$ cat config.mk
export PLATFORM = sky130hd
export DESIGN_NAME = bcd_display_driver
export DESIGN_NICKNAME = d
export VERILOG_FILES = /design/src/rtl/bcd_display_driver.sv
export SDC_FILE = /design/constraint.sdc
export NUM_CORES = 1
export LEC_CHECK = 0
export BUFFER_PORTS_ARGS = -buffer_cell sky130_fd_sc_hd__buf_2
export CORE_ASPECT_RATIO = 0.7
export CORE_MARGIN = 5
export CORE_UTILIZATION = 60
export CTS_CLUSTER_DIAMETER = 100
export DETAILED_ROUTE_END_ITERATION = 8
export PLACE_DENSITY_LB_ADDON = 0.2
export SLEW_MARGIN = 20
export SYNTH_ARGS = -nofsm -noshare
export SYNTH_HDL_FRONTEND = slang
export SYNTH_SLANG_ARGS = --single-unit
export TNS_END_PERCENT = 5
$ cat constraint.sdc
create_clock -name clk -period 5.7 [get_ports clk]
set_input_delay 0.57 -clock clk [delete_from_list [all_inputs] [get_ports clk]]
set_output_delay 0.57 -clock clk [all_outputs]
set_load 0.02 [all_outputs]
$ cat src/rtl/bcd_display_driver.sv
// ---------------------------------------------------------------------------
// bcd_display_driver
//
// Formats a 10-digit packed BCD magnitude plus sign right-aligned onto a
// multiplexed, active-low 7-segment display of DIGITS positions, and
// continuously scans the anodes from a committed display buffer.
//
// A load is formatted in two phases:
//   SCAN : 10 cycles, nibble index 9 down to 0, finds the most significant
//          nonzero nibble (msd). Nibbles above 9 count as nonzero.
//   FILL : DIGITS cycles, writes one shadow-buffer position per cycle. The
//          shadow buffer is copied to the committed buffer on the edge that
//          ends the last FILL cycle, so the display never sees a half-built
//          frame.
//
// Build option:
//   BCD_DISP_LZB_EN defined   : leading-zero blanking, minus sign placed just
//                               left of the most significant digit.
//   BCD_DISP_LZB_EN undefined : zero-padded, minus sign in the leftmost
//                               position. Overflow still uses the true msd.
//
// Handshake: load is accepted only in a cycle where ready=1 (and rst=0).
// ready stays low for 10+DIGITS cycles after acceptance; done pulses for one
// cycle together with ready returning high. Loads while busy are dropped.
//
// Ports:
//   clk   in   system clock
//   rst   in   synchronous active-high reset (wins over load)
//   load  in   one-cycle format request
//   bcd   in   40-bit packed BCD, digit k at bcd[4k+3:4k]
//   sign  in   1 = negative
//   ready out  high while idle
//   done  out  one-cycle pulse when a new frame is committed
//   seg   out  active-low segments, seg[0..6] = a..g, seg[7] = dp (off)
//   an    out  active-low one-hot anode select, position 0 rightmost
// ---------------------------------------------------------------------------
module bcd_display_driver #(
    parameter int DIGITS   = 8,
    parameter int SCAN_DIV = 50000
) (
    input  logic              clk,
    input  logic              rst,
    input  logic              load,
    input  logic [39:0]       bcd,
    input  logic              sign,
    output logic              ready,
    output logic              done,
    output logic [7:0]        seg,
    output logic [DIGITS-1:0] an
);

    localparam int PTR_W = (DIGITS > 1) ? $clog2(DIGITS) : 1;
    localparam int PRE_W = $clog2(SCAN_DIV);

    localparam logic [7:0] SEG_BLANK = 8'hFF;
    localparam logic [7:0] SEG_MINUS = 8'hBF;  // g only
    localparam logic [7:0] SEG_E     = 8'h86;  // a,d,e,f,g

    typedef enum logic [1:0] {
        ST_IDLE,
        ST_SCAN,
        ST_FILL
    } state_t;

    // Active-low digit patterns; nibbles above 9 render blank.
    function automatic logic [7:0] digit_seg(input logic [3:0] n);
        logic [7:0] s;
        case (n)
            4'd0:    s = 8'hC0;
            4'd1:    s = 8'hF9;
            4'd2:    s = 8'hA4;
            4'd3:    s = 8'hB0;
            4'd4:    s = 8'h99;
            4'd5:    s = 8'h92;
            4'd6:    s = 8'h82;
            4'd7:    s = 8'hF8;
            4'd8:    s = 8'h80;
            4'd9:    s = 8'h90;
            default: s = SEG_BLANK;
        endcase
        return s;
    endfunction

    state_t             state_q, state_d;
    logic [3:0]         idx_q, idx_d;
    logic [39:0]        bcd_q, bcd_d;
    logic               sign_q, sign_d;
    logic [3:0]         msd_q, msd_d;
    logic               found_q, found_d;
    logic               ready_q, ready_d;
    logic               done_q, done_d;
    logic [7:0]         shadow_q [DIGITS];
    logic [7:0]         shadow_d [DIGITS];
    logic [7:0]         disp_q [DIGITS];
    logic [7:0]         disp_d [DIGITS];
    logic [PRE_W-1:0]   pre_q, pre_d;
    logic [PTR_W-1:0]   ptr_q, ptr_d;
    logic [7:0]         seg_q, seg_d;
    logic [DIGITS-1:0]  an_q, an_d;

    logic [3:0]         nib;
    logic [4:0]         len;
    logic               overflow;
    logic [3:0]         fill_msd;
    logic [7:0]         glyph;

    always_comb begin
        state_d  = state_q;
        idx_d    = idx_q;
        bcd_d    = bcd_q;
        sign_d   = sign_q;
        msd_d    = msd_q;
        found_d  = found_q;
        ready_d  = ready_q;
        done_d   = 1'b0;
        shadow_d = shadow_q;
        disp_d   = disp_q;

        // Nibble currently addressed by idx (SCAN index or FILL position).
        nib = 4'd0;
        for (int k = 0; k < 10; k++) begin
            if (idx_q == 4'(k)) begin
                nib = bcd_q[4*k +: 4];
            end
        end

        len      = {1'b0, msd_q} + 5'd1 + {4'b0, sign_q};
        overflow = (len > 5'(DIGITS));

`ifdef BCD_DISP_LZB_EN
        fill_msd = msd_q;
`else
        // Zero padding: every position left of the sign slot shows a digit.
        fill_msd = 4'(DIGITS - 1) - {3'b0, sign_q};
`endif

        if (overflow) begin
            glyph = SEG_E;
        end else if (idx_q <= fill_msd) begin
            glyph = digit_seg(nib);
        end else if (sign_q && (idx_q == fill_msd + 4'd1)) begin
            glyph = SEG_MINUS;
        end else begin
            glyph = SEG_BLANK;
        end

        case (state_q)
            ST_IDLE: begin
                if (load) begin
                    bcd_d   = bcd;
                    sign_d  = sign;
                    idx_d   = 4'd9;
                    msd_d   = 4'd0;
                    found_d = 1'b0;
                    ready_d = 1'b0;
                    state_d = ST_SCAN;
                end
            end
            ST_SCAN: begin
                // Walking downward, the first nonzero nibble is the msd.
                if (!found_q && (nib != 4'd0)) begin
                    msd_d   = idx_q;
                    found_d = 1'b1;
                end
                if (idx_q == 4'd0) begin
                    state_d = ST_FILL;
                end else begin
                    idx_d = idx_q - 4'd1;
                end
            end
            ST_FILL: begin
                for (int p = 0; p < DIGITS; p++) begin
                    if (idx_q == 4'(p)) begin
                        shadow_d[p] = glyph;
                    end
                end
                if (idx_q == 4'(DIGITS - 1)) begin
                    // Commit includes the position written this cycle.
                    disp_d  = shadow_d;
                    state_d = ST_IDLE;
                    ready_d = 1'b1;
                    done_d  = 1'b1;
                    idx_d   = 4'd0;
                end else begin
                    idx_d = idx_q + 4'd1;
                end
            end
            default: begin
                state_d = ST_IDLE;
                ready_d = 1'b1;
            end
        endcase

        // Anode scan, free running regardless of the formatter.
        pre_d = pre_q + 1'b1;
        ptr_d = ptr_q;
        if (pre_q == PRE_W'(SCAN_DIV - 1)) begin
            pre_d = '0;
            if (ptr_q == PTR_W'(DIGITS - 1)) begin
                ptr_d = '0;
            end else begin
                ptr_d = ptr_q + 1'b1;
            end
        end

        // an and seg are both derived from the next pointer and next
        // committed frame so they always change on the same edge.
        an_d  = '1;
        seg_d = SEG_BLANK;
        for (int p = 0; p < DIGITS; p++) begin
            if (ptr_d == PTR_W'(p)) begin
                an_d[p] = 1'b0;
                seg_d   = disp_d[p];
            end
        end
    end

    always_ff @(posedge clk) begin
        if (rst) begin
            state_q  <= ST_IDLE;
            idx_q    <= 4'd0;
            bcd_q    <= '0;
            sign_q   <= 1'b0;
            msd_q    <= 4'd0;
            found_q  <= 1'b0;
            ready_q  <= 1'b1;
            done_q   <= 1'b0;
            shadow_q <= '{default: SEG_BLANK};
            disp_q   <= '{default: SEG_BLANK};
            pre_q    <= '0;
            ptr_q    <= '0;
            seg_q    <= SEG_BLANK;
            an_q     <= ~(DIGITS'(1));
        end else begin
            state_q  <= state_d;
            idx_q    <= idx_d;
            bcd_q    <= bcd_d;
            sign_q   <= sign_d;
            msd_q    <= msd_d;
            found_q  <= found_d;
            ready_q  <= ready_d;
            done_q   <= done_d;
            shadow_q <= shadow_d;
            disp_q   <= disp_d;
            pre_q    <= pre_d;
            ptr_q    <= ptr_d;
            seg_q    <= seg_d;
            an_q     <= an_d;
        end
    end

    assign ready = ready_q;
    assign done  = done_q;
    assign seg   = seg_q;
    assign an    = an_q;

endmodule
Yosys cells after proc, flatten, opt, wreduce, memory -nomap -nowiden
Memories as Yosys holds them, arrays and structs flattened. Index checks and enable logic that the tools add are counted.

Add/sub/neg operators: 8. Order comparisons: 2. Equal/unequal tests: 26. Muxes and demuxes: 58. Bitwise operators: 2. Reductions and logical operators: 16.

Operator list (count): two-way mux 8 bit (18); two-way mux 64 bit (2); two-way mux 4 bit (15); adder 16 x 1 -> 16 bit, second input constant (1); == test 16 bit, second input constant (1); == test 4 x 3 -> 1 bit, second input constant (4); == test 3 bit, second input constant (5); two-way mux 1 bit (12); case mux 4 bit (3 select lines) (1); AND reduction 3 bit (4); != test 2 bit, second input constant (5); adder 4 x 1 -> 4 bit, second input constant (2); == test 4 x 2 -> 1 bit, second input constant (2); == test 4 bit, second input constant (2); case mux 4 bit (2 select lines) (1); two-way mux 7 bit (1); == test 3 x 2 -> 1 bit, second input constant (2); two-way mux 2 bit (3); two-way mux 3 bit (2); case mux 2 bit (3 select lines) (1); adder 4 x 1 -> 5 bit, second input constant (1); adder 5 x 1 -> 5 bit (1); greater-than comparator 5 x 4 -> 1 bit, second input constant (1); == test 4 x 1 -> 1 bit, second input constant (1); other kinds (21) (24).

Flip-flop bits (word level): 217. Memory bits (read-only): 112. Input port bits: 44. Output and inout port bits: 18. Memories kept: 1.

Memories: (name not given) (words 16, bits a word 7, rd ports 1, clocked after memory_dff 0, write ports 0, line 68) `case (n)`.

Longest topological paths before layout
Gate-level depths: netlist of the first run. An unclocked memory read counts as a cell.

Word-level depth: 25. Gate-level depth with buffers: 16.

Least setup slack after synthesis of the first run
No wires, ideal clock.

Path type: reg2reg. From: reg idx_q[0]. To: reg seg_q[3], in the netlist seg[3]. Library setup time: 0.120 ns. Arrival: 3.102 ns. Required time: 5.580 ns. Path slack: 2.479 ns. Cell stages (with the launch flop): 15. Buffers on the path: 1. Path through: dfxtp_1 inv_1 ha_1 buf_2 a21oi_1 o22ai_4 o32ai_4 nor2_2 ha_1 a21oi_1 o41ai_4 a21oi_2 nor2_2 o311ai_1 a211o_1.

Longest elaborated chain between the ends: 25. Elaborated cells between the ends (all ways): 42.

Ends and longest elaborated chain: start, declared (line 85) `logic [3:0] idx_q, idx_d;`; start signal, assigned (line 236) `idx_q <= idx_d;`; zero test 4 bit (line 122, 173); two-way mux 4 bit (10 in series) (line 122) `if (idx_q == 4'(k)) begin`; memory read (16 x 7 bit); two-way mux 8 bit (line 139) `end else if (idx_q <= fill_msd) begin`; two-way mux 8 bit (line 137) `if (overflow) begin`; two-way mux 8 bit (line 173) `if (idx_q == 4'(p)) begin`; two-way mux 64 bit (*) (line 177) `if (idx_q == 4'(DIGITS - 1)) begin`; two-way mux 64 bit (*) (line 147) `case (state_q)`; two-way mux 8 bit (7 in series) (line 211) `if (ptr_d == PTR_W'(p)) begin`; two-way mux 8 bit (*) (line 211); end signal, assigned (line 247) `seg_q <= seg_d;`; end, declared (line 98) `logic [7:0] seg_q, seg_d;`.

Every way passes the cells marked *; elsewhere a longest branch is shown, timed or not. A chain may end at the register's enable or synchronous reset.

Final worst setup path of the first run
From: reg idx_q[0]. To: reg seg_q[6], in the netlist seg[6].

Same word-level chain as after synthesis.

==> results of run 1 <==
[synthesized netlist by cell type (3+ instances only)]
master / instances / area (um^2)
buf_6: 4 / 45.0
o21ai_0: 44 / 220
dfxtp_1: 209 / 4180
o21a_1: 6 / 45.0
nor4bb_1: 3 / 30.0
a211oi_1: 17 / 128
nand3_1: 23 / 115
buf_2: 15 / 75.1
xnor2_1: 6 / 52.6
a31oi_1: 10 / 62.6
mux2_2: 3 / 33.8
a2111oi_0: 3 / 26.3
nor2_1: 139 / 522
a211o_1: 60 / 526
nand4_1: 3 / 18.8
or3_1: 11 / 68.8
buf_1: 10 / 37.5
nand3b_1: 9 / 67.6
nand2_1: 174 / 653
nor3_1: 12 / 60.1
nand2b_1: 42 / 263
or2_2: 13 / 81.3
nor2_2: 3 / 18.8
o21ai_1: 8 / 40.0
o211ai_1: 9 / 67.6
and3_1: 15 / 93.8
mux2i_1: 22 / 220
clkbuf_1: 59 / 221
inv_1: 19 / 71.3
nor2b_1: 9 / 56.3
a221oi_1: 5 / 43.8
o22ai_1: 7 / 43.8
a21oi_1: 105 / 526
o21bai_1: 5 / 37.5
a21o_1: 7 / 52.6
ha_1: 17 / 213
and2_1: 7 / 43.8
xor2_1: 8 / 70.1
[sequential cells by signal (all words and copies together), names as in the netlist]
| signal | count |
|---|---|
| disp_q | 64 |
| shadow_q | 56 |
| bcd_q | 40 |
| pre_q | 16 |
| an | 8 |
| seg | 8 |
| idx_q | 4 |
| msd_q | 4 |
| ptr_q | 3 |
| state_q | 2 |
| done | 1 |
| found_q | 1 |
| ready | 1 |
| sign_q | 1 |
[final timing paths]
check | end | slack [ns] | cells past startpoint
worst max-delay path | seg[6] | 1.44 | 13
worst min-delay path | bcd_q[19] | 0.30 | 3
worst max register to register | seg[6] | 1.44 | 13
worst min register to register | pre_q[0] | 0.44 | 1
[cells in the final DEF (no fill, tap or decap), types with 4 or more instances in the layout]
cell and instances:
dfxtp_1 209, nand2_1 174, nor2_1 139, a21oi_1 105, a211o_1 60, buf_2 60
o21ai_0 44, nand2b_1 42, nand3_1 23, mux2i_1 21, clkbuf_16 21, inv_1 19
a211oi_1 17, ha_1 17, buf_4 16, and3_1 15, or2_2 13, nor3_1 12
or3_1 11, a31oi_1 10, nand3b_1 9, o211ai_1 9, nor2b_1 9, o21ai_1 8
xor2_1 8, a21o_1 7, and2_1 7, o22ai_1 7, bufinv_16 7, o21a_1 6
xnor2_1 6, o21bai_1 5, a221oi_1 5, clkinv_2 4
[layer usage]
metal,up-vias,GRT usage,part of all wire
met4,0,0.0637,0.019
met5,-,0,0
met3,47,0.0593,0.090
li1,4118,-,-
met1,4110,0.405,0.47
met2,337,0.408,0.42
[cell families after synthesis]
family | count (synthesis) | share of synthesized area
compound gates | 324 | 0.232
xor+xnor | 14 | 0.0126
fa+ha+maj | 17 | 0.0219
buf+inv | 109 | 0.0479
flops | 209 | 0.430
mux | 25 | 0.0261
simple gates | 477 | 0.229
[metrics by stage]
stage          setup slack, ns  utilization  std cells  hold WS (ns)  total power, mW
2_1_floorplan             2.48            -       1175         0.405             2.74
3_3_place_gp              1.73        0.638       1361         0.417             3.07
3_5_place_dp              1.54        0.638       1361         0.424             3.09
4_1_cts                   1.51        0.688       1397         0.301             4.66
5_1_grt                   1.20        0.688       1397         0.301             4.91
6_report                  1.44        0.688       1397         0.304             4.69
[worst min-delay path: stages]
cell     delay [ns]
buf_2          0.09
nand2_1        0.04
a21oi_1        0.05
[where the power goes]
part / leakage [nW] / switching, mW / internal [mW]
combinational: 2.14 / 0.978 / 0.475
clock: 0.386 / 0.577 / 1.00
sequential: 1.70 / 0.104 / 1.55
total: 4.23 / 1.66 / 3.03
[area by class of cell]
| cell class | instances | share of cell area |
|---|---|---|
| clock buffer | 23 | 0.0503 |
| multi-input combinational | 857 | 0.470 |
| tap | 200 | 0.0232 |
| timing repair buffer | 76 | 0.0390 |
| inverter | 19 | 0.00661 |
| sequential | 209 | 0.388 |
| clock inverter | 13 | 0.0228 |
==> flow_summary.json, run 1 <==
{
  "status": "completed",
  "netlist_area_um2": 9720,
  "drt_pass1_iterations": 8,
  "ys.flop_type": "dfxtp_1",
  "ys_seq_area_frac": 0.430,
  "cts_num_sinks": 209,
  "finalWirelength_um": 26000,
  "grt_pass1_wl_um": 41900,
  "relSlewSlack": 0.409,
  "antenna_found_initial": 0,
  "drc": 0,
  "cp_max_fo": 18,
  "ys_types": 77,
  "die_x_um": 162,
  "pin_count": 62,
  "synth-edff-count": 0,
  "p_leak_nw": 4.23,
  "place_congestion": 0.976,
  "diodes": 0,
  "crit_type": "flop to flop",
  "gr-total-overflow": 0,
  "fmax_mhz": 235,
  "wl_per_cell_um": 18.6,
  "holdBufCountCts": 0,
  "hp-start": "bcd[19]",
  "drt_iter0_markers": 1114,
  "path_delay_family": "compound AO/OA/AOI/OAI gates",
  "drtAntennaViolNets": 0,
  "die_area_um2": 18900,
  "skew_ns": 0.0138,
  "syn_nets": 1236,
  "ys_ff_latch": 209,
  "cts_resized": 0,
  "critical_path_buf_inv_count": 2,
  "dr_total_vias": 8612,
  "endpoint_kind": "flop",
  "drive_gt1_frac": 0.126,
  "gr-usage-all-layers": 0.273,
  "start_util": 0.620,
  "cap_violations": 0,
  "power.density_nw_per_um2": 435,
  "clk_pin_slew_ns": 0.07,
  "core-area_um2": 15700,
  "n_fill_cell": 1285,
  "fin_crit_sh": 0.747,
  "cts_buffers": 20,
  "slowest_stage": "o31ai_2",
  "num_rows": 38,
  "multiInputGateArea_um2": 5080,
  "worstReg2RegStart": "idx_q[0]",
  "vias_per_cell": 6.16,
  "finalCriticalPeriod_ns": 4.26,
  "portBuffers": 61,
  "async_reset_ff_frac": 0,
  "peakVddDrop_mv": 0.487,
  "required_ns": 6.08,
  "dpl.hpwl_um": 17300,
  "hold_viol": 0,
  "cts_htree_levels": 1,
  "startpoint": "idx_q[0]",
  "finalSetupViolCount": 0,
  "cts_setup_buffers": 0,
  "grt_max_degree": 80,
  "clock_latency_ns": 0.50,
  "syn_inst": 1175,
  "critical_path.max_stage_delay_ns": 0.73,
  "seq_area_um2": 4180,
  "clockRootBuffer": "clkbuf_16",
  "rsz0062_at_grt": "false",
  "grt_pass1_vias": 7910,
  "post_dp_cell_area_um2": 10000,
  "clock_path_buffers": 3,
  "min_path_type": "primary input to flop",
  "area_delta_synth_final_pct": 11.0,
  "start_kind": "flop",
  "nNetsFinal": 1244,
  "avgSynthCellArea_um2": 8.27,
  "arrival_ns": 4.64,
  "tightest_slew_ns": 0.870,
  "cts_tree": "yes",
  "drv_slew": 0,
  "stdcell_area_um2": 10800,
  "yosysWarnings": 0,
  "setup-tns-final_ns": 0,
  "cp_cell_sequence": "inv_1 -> ha_1 -> inv_1 -> o21ai_0 -> o22ai_1 -> a311o_1 -> ha_1 -> nor3_1 -> a211oi_1 -> o31ai_2 -> o21ai_0 -> a32oi_1 -> o211ai_1",
  "die_h_um": 117
}
No activity file was read; power rests on OpenSTA's default activity.
==> run 2: changes to the inputs <==
clock period = 4 ns   (was 5.7 ns; I/O delays follow)
==> run 2 against run 1 <==
  * Sequential share of layout area shrank 0.12 points
  * Register-to-register slack worse by 1.1 ns
  * Highest routed layer unchanged
  * Hold slack got worse by 0.18 ns
  * Largest cell class unchanged
  * Core utilization up 0.21 points
  * Cell area up 0.30%
  * Non-clock buffer count rose by 17
  * Die area unchanged
  * Fmax up 17%
  * Sequential cell count is the same
==> flow_summary.json, run 2 (synthesis gave the netlist of run 1 again) <==
{
  "cts_resized": 0,
  "die_h_um": 117,
  "holdBufCountCts": 0,
  "regMostFlops": "disp_q",
  "core-area_um2": 15700,
  "largest_reg_flops": 64,
  "clock_latency_ns": 0.50,
  "grt_pass1_vias": 7990,
  "num_rows": 38,
  "drt_iter0_markers": 891,
  "p_leak_nw": 4.25,
  "n_fill_cell": 1338,
  "place_congestion": 0.957,
  "area_delta_synth_final_pct": 11.3,
  "pin_count": 62,
  "endpoint_kind": "flop",
  "portBuffers": 61,
  "start_kind": "flop",
  "status": "completed",
  "post_dp_cell_area_um2": 10100,
  "dr_total_vias": 8643,
  "seq_area_um2": 4180,
  "place_ws_ns": 0.208,
  "cp_cell_sequence": "inv_1 -> ha_2 -> a2111oi_0 -> o32ai_1 -> o21a_1 -> o21ai_0 -> a21boi_1 -> buf_4 -> nand2_1 -> o21a_1 -> a2111oi_0 -> a21oi_1",
  "drive_gt1_frac": 0.138,
  "diodes": 0,
  "relSlewSlack": 0.459,
  "fin_ws_ns": 0.353,
  "cap_violations": 0,
  "final_cell_mix": "dfxtp_1, nand2_1, nor2_1",
  "die_area_um2": 18900,
  "rsz0062_at_grt": "false",
  "cts_setup_buffers": 0,
  "fin_crit_sh": 0.912,
  "min_path_type": "primary input to flop",
  "grt_pass1_wl_um": 42800,
  "multiInputGateArea_um2": 5100,
  "crit_type": "flop to flop",
  "wl_per_cell_um": 18.5,
  "fmax_mhz": 274,
  "cts_htree_levels": 1,
  "finalSetupViolCount": 0,
  "hold_viol": 0,
  "drtAntennaViolNets": 0,
  "drv_slew": 0,
  "start_util": 0.620,
  "finalCriticalPeriod_ns": 3.65,
  "fin_util": 0.690,
  "slowest_stage": "o32ai_1",
  "clockRootBuffer": "clkbuf_16",
  "setup-tns-final_ns": 0,
  "gr-usage-all-layers": 0.279,
  "finalWirelength_um": 26200,
  "grt_max_degree": 79,
  "tightest_slew_ns": 0.812,
  "clk_pin_slew_ns": 0.07,
  "peakVddDrop_mv": 0.455,
  "required_ns": 4.37,
  "gr-total-overflow": 0,
  "cp_max_fo": 20,
  "mostFrequentLayoutCell": "dfxtp_1",
  "cts_tree": "yes",
  "stdcell_area_um2": 10800,
  "vias_per_cell": 6.12,
  "clock_path_buffers": 3,
  "nNetsFinal": 1261,
  "arrival_ns": 4.02,
  "skew_ns": 0.0154,
  "cts_buffers": 20,
  "drc": 0,
  "dpl.hpwl_um": 17800,
  "drt_pass1_iterations": 6,
  "largestRegisters": "disp_q x64, shadow_q x56, bcd_q x40",
  "cts_num_sinks": 209,
  "antenna_found_initial": 0,
  "power.density_nw_per_um2": 602,
  "critical_path.max_stage_delay_ns": 0.53,
  "die_x_um": 162
}
[run 2: metrics by stage]
step | cells | hold WS [ns] | power [mW]
final | 1412 | 0.126 | 6.52
after floorplan | 1175 | 0.405 | 3.90
after CTS | 1412 | 0.120 | 6.46
after global routing | 1412 | 0.117 | 6.84
after detailed placement | 1378 | 0.425 | 4.55
after global placement | 1378 | 0.422 | 4.53
[run 2: power by group]
part           switching [mW]  total, mW  internal, mW
sequential              0.125       2.34          2.22
clock                   0.801       1.93          1.13
combinational            1.47       2.25         0.784
total                    2.39       6.52          4.13
[run 2: path summary, 6_finish.rpt]
kind	startpoint	endpoint	slack, ns	depth (start not counted)
hold reg to reg	shadow_q[47]	shadow_q[47]	0.44	2
setup reg to reg	idx_q[0]	seg[2]	0.35	12
setup / recovery	idx_q[0]	seg[2]	0.35	12
hold / removal	bcd[2]	bcd_q[2]	0.13	3
[run 2: layer usage]
metal,track usage,wire (um)
met1,0.428,12800
met2,0.411,10800
met3,0.0543,2190
met4,0.0535,351
met5,0,0
[run 2: critical path, delay by kind of cell, from the launching register on]
family / cells / cell delay [ns]
AOI/OAI and AO/OA: 8 / 2.15
adders and majority gates: 1 / 0.47
buffers and inverters: 2 / 0.45
DFF: 1 / 0.38
and+or+nand+nor: 1 / 0.06
[run 2: layout make-up]
type / instances / area share
clock buffers: 28 / 0.0527
well taps: 200 / 0.0231
clock inverters: 6 / 0.00844
repair buffers: 93 / 0.0518
inverters: 19 / 0.00659
flip-flops and latches: 209 / 0.386
multi-input cells: 857 / 0.471
==> run 3: changes to the inputs <==
ABC_AREA = 1   (was unset)
==> run 3 against run 2 <==
  * Clock-buffer cell count up 4
  * Fmax rose by 1.8%
  * Register-to-register slack gained 0.06 ns
  * Clock power rose by 5%
  * Die area shrank 0.45%
  * Synthesized area fell by 0.49%
  * Largest cell class unchanged
  * Highest routed layer unchanged
  * Critical path type unchanged
  * Critical path depth up 11
  * Critical endpoint is now seg[4]
  * First-iteration DRC count increased by 0.11%
  * Setup slack improved by 0.063 ns
  * Clock skew increased by 0.0060 ns
  * Sequential cell count stayed put
==> flow_summary.json, run 3 <==
{
  "die_area_um2": 18800,
  "mostFrequentLayoutCell": "nand2_1",
  "dpl.cell_count": 1583,
  "status": "completed",
  "switchingPower_mw": 3.07,
  "nNetsFinal": 1467,
  "final_cell_mix": "nand2_1, dfxtp_1, nor2_1",
  "synth_mux_area_frac": 0,
  "setup-tns-final_ns": 0,
  "core-area_um2": 15600,
  "async_reset_ff_frac": 0,
  "avgSynthCellArea_um2": 7.06,
  "finalWirelength_um": 25400,
  "dr_total_vias": 9114,
  "swShare": 0.408,
  "ys_types": 49,
  "cpMostUsedCell": "nand2_1",
  "vias_per_cell": 5.62,
  "start_kind": "flop",
  "cp_cell_sequence": "inv_1 -> ha_1 -> nand2_2 -> nand3_1 -> nand2_1 -> nand2_1 -> nand2_1 -> nand2_1 -> nand2_1 -> nand2_1 -> a21boi_2 -> nand2_2 -> nand2_2 -> nand2_2 -> o21ai_2 -> buf_4 -> nand2_1 -> nand3_1 -> nand3_1 -> nand4_1 -> nand2_1 -> nand3_1 -> nand2_1",
  "drt_pass1_iterations": 7,
  "synth_top_family_by_area": "simple AND/OR/NAND/NOR gates",
  "rsz0062_at_grt": "false",
  "final_cells": 1621,
  "ys_ff_latch": 209,
  "clockRootBuffer": "clkbuf_16",
  "cts_buffers": 21,
  "cap_violations": 0,
  "gr-total-overflow": 0,
  "cts_tree": "yes",
  "finalSetupViolCount": 0,
  "clock_path_buffers": 3,
  "critical_path.max_stage_delay_ns": 0.41,
  "place_congestion": 0.917,
  "cts_num_sinks": 209,
  "total_power_mw": 7.53,
  "dpl.hpwl_um": 17600,
  "gr-usage-all-layers": 0.269,
  "skew_ns": 0.0214,
  "antenna_found_initial": 0,
  "tightest_slew_ns": 0.991,
  "wl_per_cell_um": 15.6,
  "min_path_type": "primary input to flop",
  "ys_seq_area_frac": 0.432,
  "largest_reg_flops": 64,
  "required_ns": 4.40,
  "drt_iter0_markers": 892,
  "synth-edff-count": 0,
  "cts_resized": 0,
  "synth_adder_area_share": 0.0220,
  "yosys-top-cells-count": "nand2_1, dfxtp_1, nor2_1",
  "seq_area_um2": 4180,
  "peakVddDrop_mv": 0.499,
  "share_clk_of_total_power": 0.270,
  "synth_xor_area_frac": 0.00543,
  "drc": 0,
  "netlist_area_um2": 9680,
  "pin_count": 62,
  "hold_viol": 0,
  "fin_crit_sh": 0.896,
  "start_util": 0.619,
  "synth_most_common_cell": "nand2_1",
  "largestRegisters": "disp_q x64, shadow_q x56, bcd_q x40",
  "endpoint_kind": "flop",
  "drtAntennaViolNets": 0,
  "synth_area_leaders": "dfxtp_1, nand2_1, o21ai_0",
  "p_leak_nw": 4.96,
  "yosysTopAreaCell": "dfxtp_1",
  "diodes": 0,
  "portBuffers": 61,
  "synth_top_cell_area_share": 0.432,
  "fmax_mhz": 279,
  "multiInputGateArea_um2": 4660,
  "grt_pass1_vias": 8218,
  "grt_pass1_wl_um": 41900,
  "intPower_mw": 4.46,
  "drv_slew": 0,
  "holdBufCountCts": 0,
  "die_x_um": 162,
  "power.density_nw_per_um2": 695,
  "crit_type": "flop to flop",
  "slowest_stage": "dfxtp_1",
  "finalCriticalPeriod_ns": 3.58,
  "cp_max_fo": 15,
  "power_frac_comb": 0.386,
  "hold_slack_ns": 0.143,
  "synth_compound_gate_area_share": 0.168,
  "syn_nets": 1432,
  "cts_htree_levels": 1,
  "p_seq_frac": 0.344,
  "yosysWarnings": 0,
  "drive_gt1_frac": 0.122,
  "ys.flop_type": "dfxtp_1",
  "area_delta_synth_final_pct": 12.0,
  "regMostFlops": "disp_q",
  "num_rows": 38,
  "clk_pin_slew_ns": 0.07,
  "cts_setup_buffers": 0,
  "synth-simple-area-share": 0.284,
  "syn_inst": 1371,
  "n_fill_cell": 1350,
  "arrival_ns": 3.98,
  "clock_latency_ns": 0.50,
  "relSlewSlack": 0.338,
  "grt_max_degree": 68,
  "die_h_um": 116
}
-- run 3: cells by family after synthesis --
| group | after synthesis |
|---|---|
| and+or+nand+nor | 640 |
| AOI/OAI and AO/OA | 287 |
| buffers and inverters | 212 |
| DFF | 209 |
| adders and majority gates | 17 |
| xor gates and xnor gates | 6 |
-- run 3: critical path: cells and delay by family, from the launching register on --
kind,cells,cell delay (ns)
buffers and inverters,2,0.37
and+or+nand+nor,18,1.88
DFF,1,0.41
adders and majority gates,1,0.33
AOI/OAI and AO/OA,2,0.48
-- run 3: final timing paths --
kind                     to  cells past startpoint  startpoint  slack, ns
setup / recovery     seg[4]                     23    idx_q[0]       0.42
hold reg to reg   disp_q[7]                      2   disp_q[7]       0.44
hold / removal    bcd_q[38]                      3     bcd[38]       0.14
setup reg to reg     seg[4]                     23    idx_q[0]       0.42
-- run 3: metal layers --
metal	track usage	share of wire
met1	0.406	0.47
met5	0	0
met3	0.0603	0.10
met2	0.398	0.41
met4	0.0541	0.014
-- run 3: area by class of cell --
cell class | instances | share of cell area
sequential | 209 | 0.386
clock inverter | 6 | 0.00774
timing repair buffer | 88 | 0.0469
inverter | 136 | 0.0474
multi-input combinational | 950 | 0.430
clock buffer | 32 | 0.0588
tap | 200 | 0.0231
-- run 3: through the flow --
stage	area (um^2)	util	worst slack, ns
after floorplan	9680	-	1.22
after global routing	10800	0.693	0.0738
final	10800	0.693	0.416
after detailed placement	10100	0.646	0.525
after global placement	10100	0.646	0.548
after CTS	10800	0.693	0.520
-- run 3: power by group through the flow --
stage	Sequential [mW]	Clock [mW]	Combinational [mW]
final	2.59	2.03	2.91
after global routing	2.62	2.15	3.22
after global placement	2.62	0	2.78
after floorplan	2.55	0	2.10
after CTS	2.59	2.05	2.83
after detailed placement	2.63	0	2.82
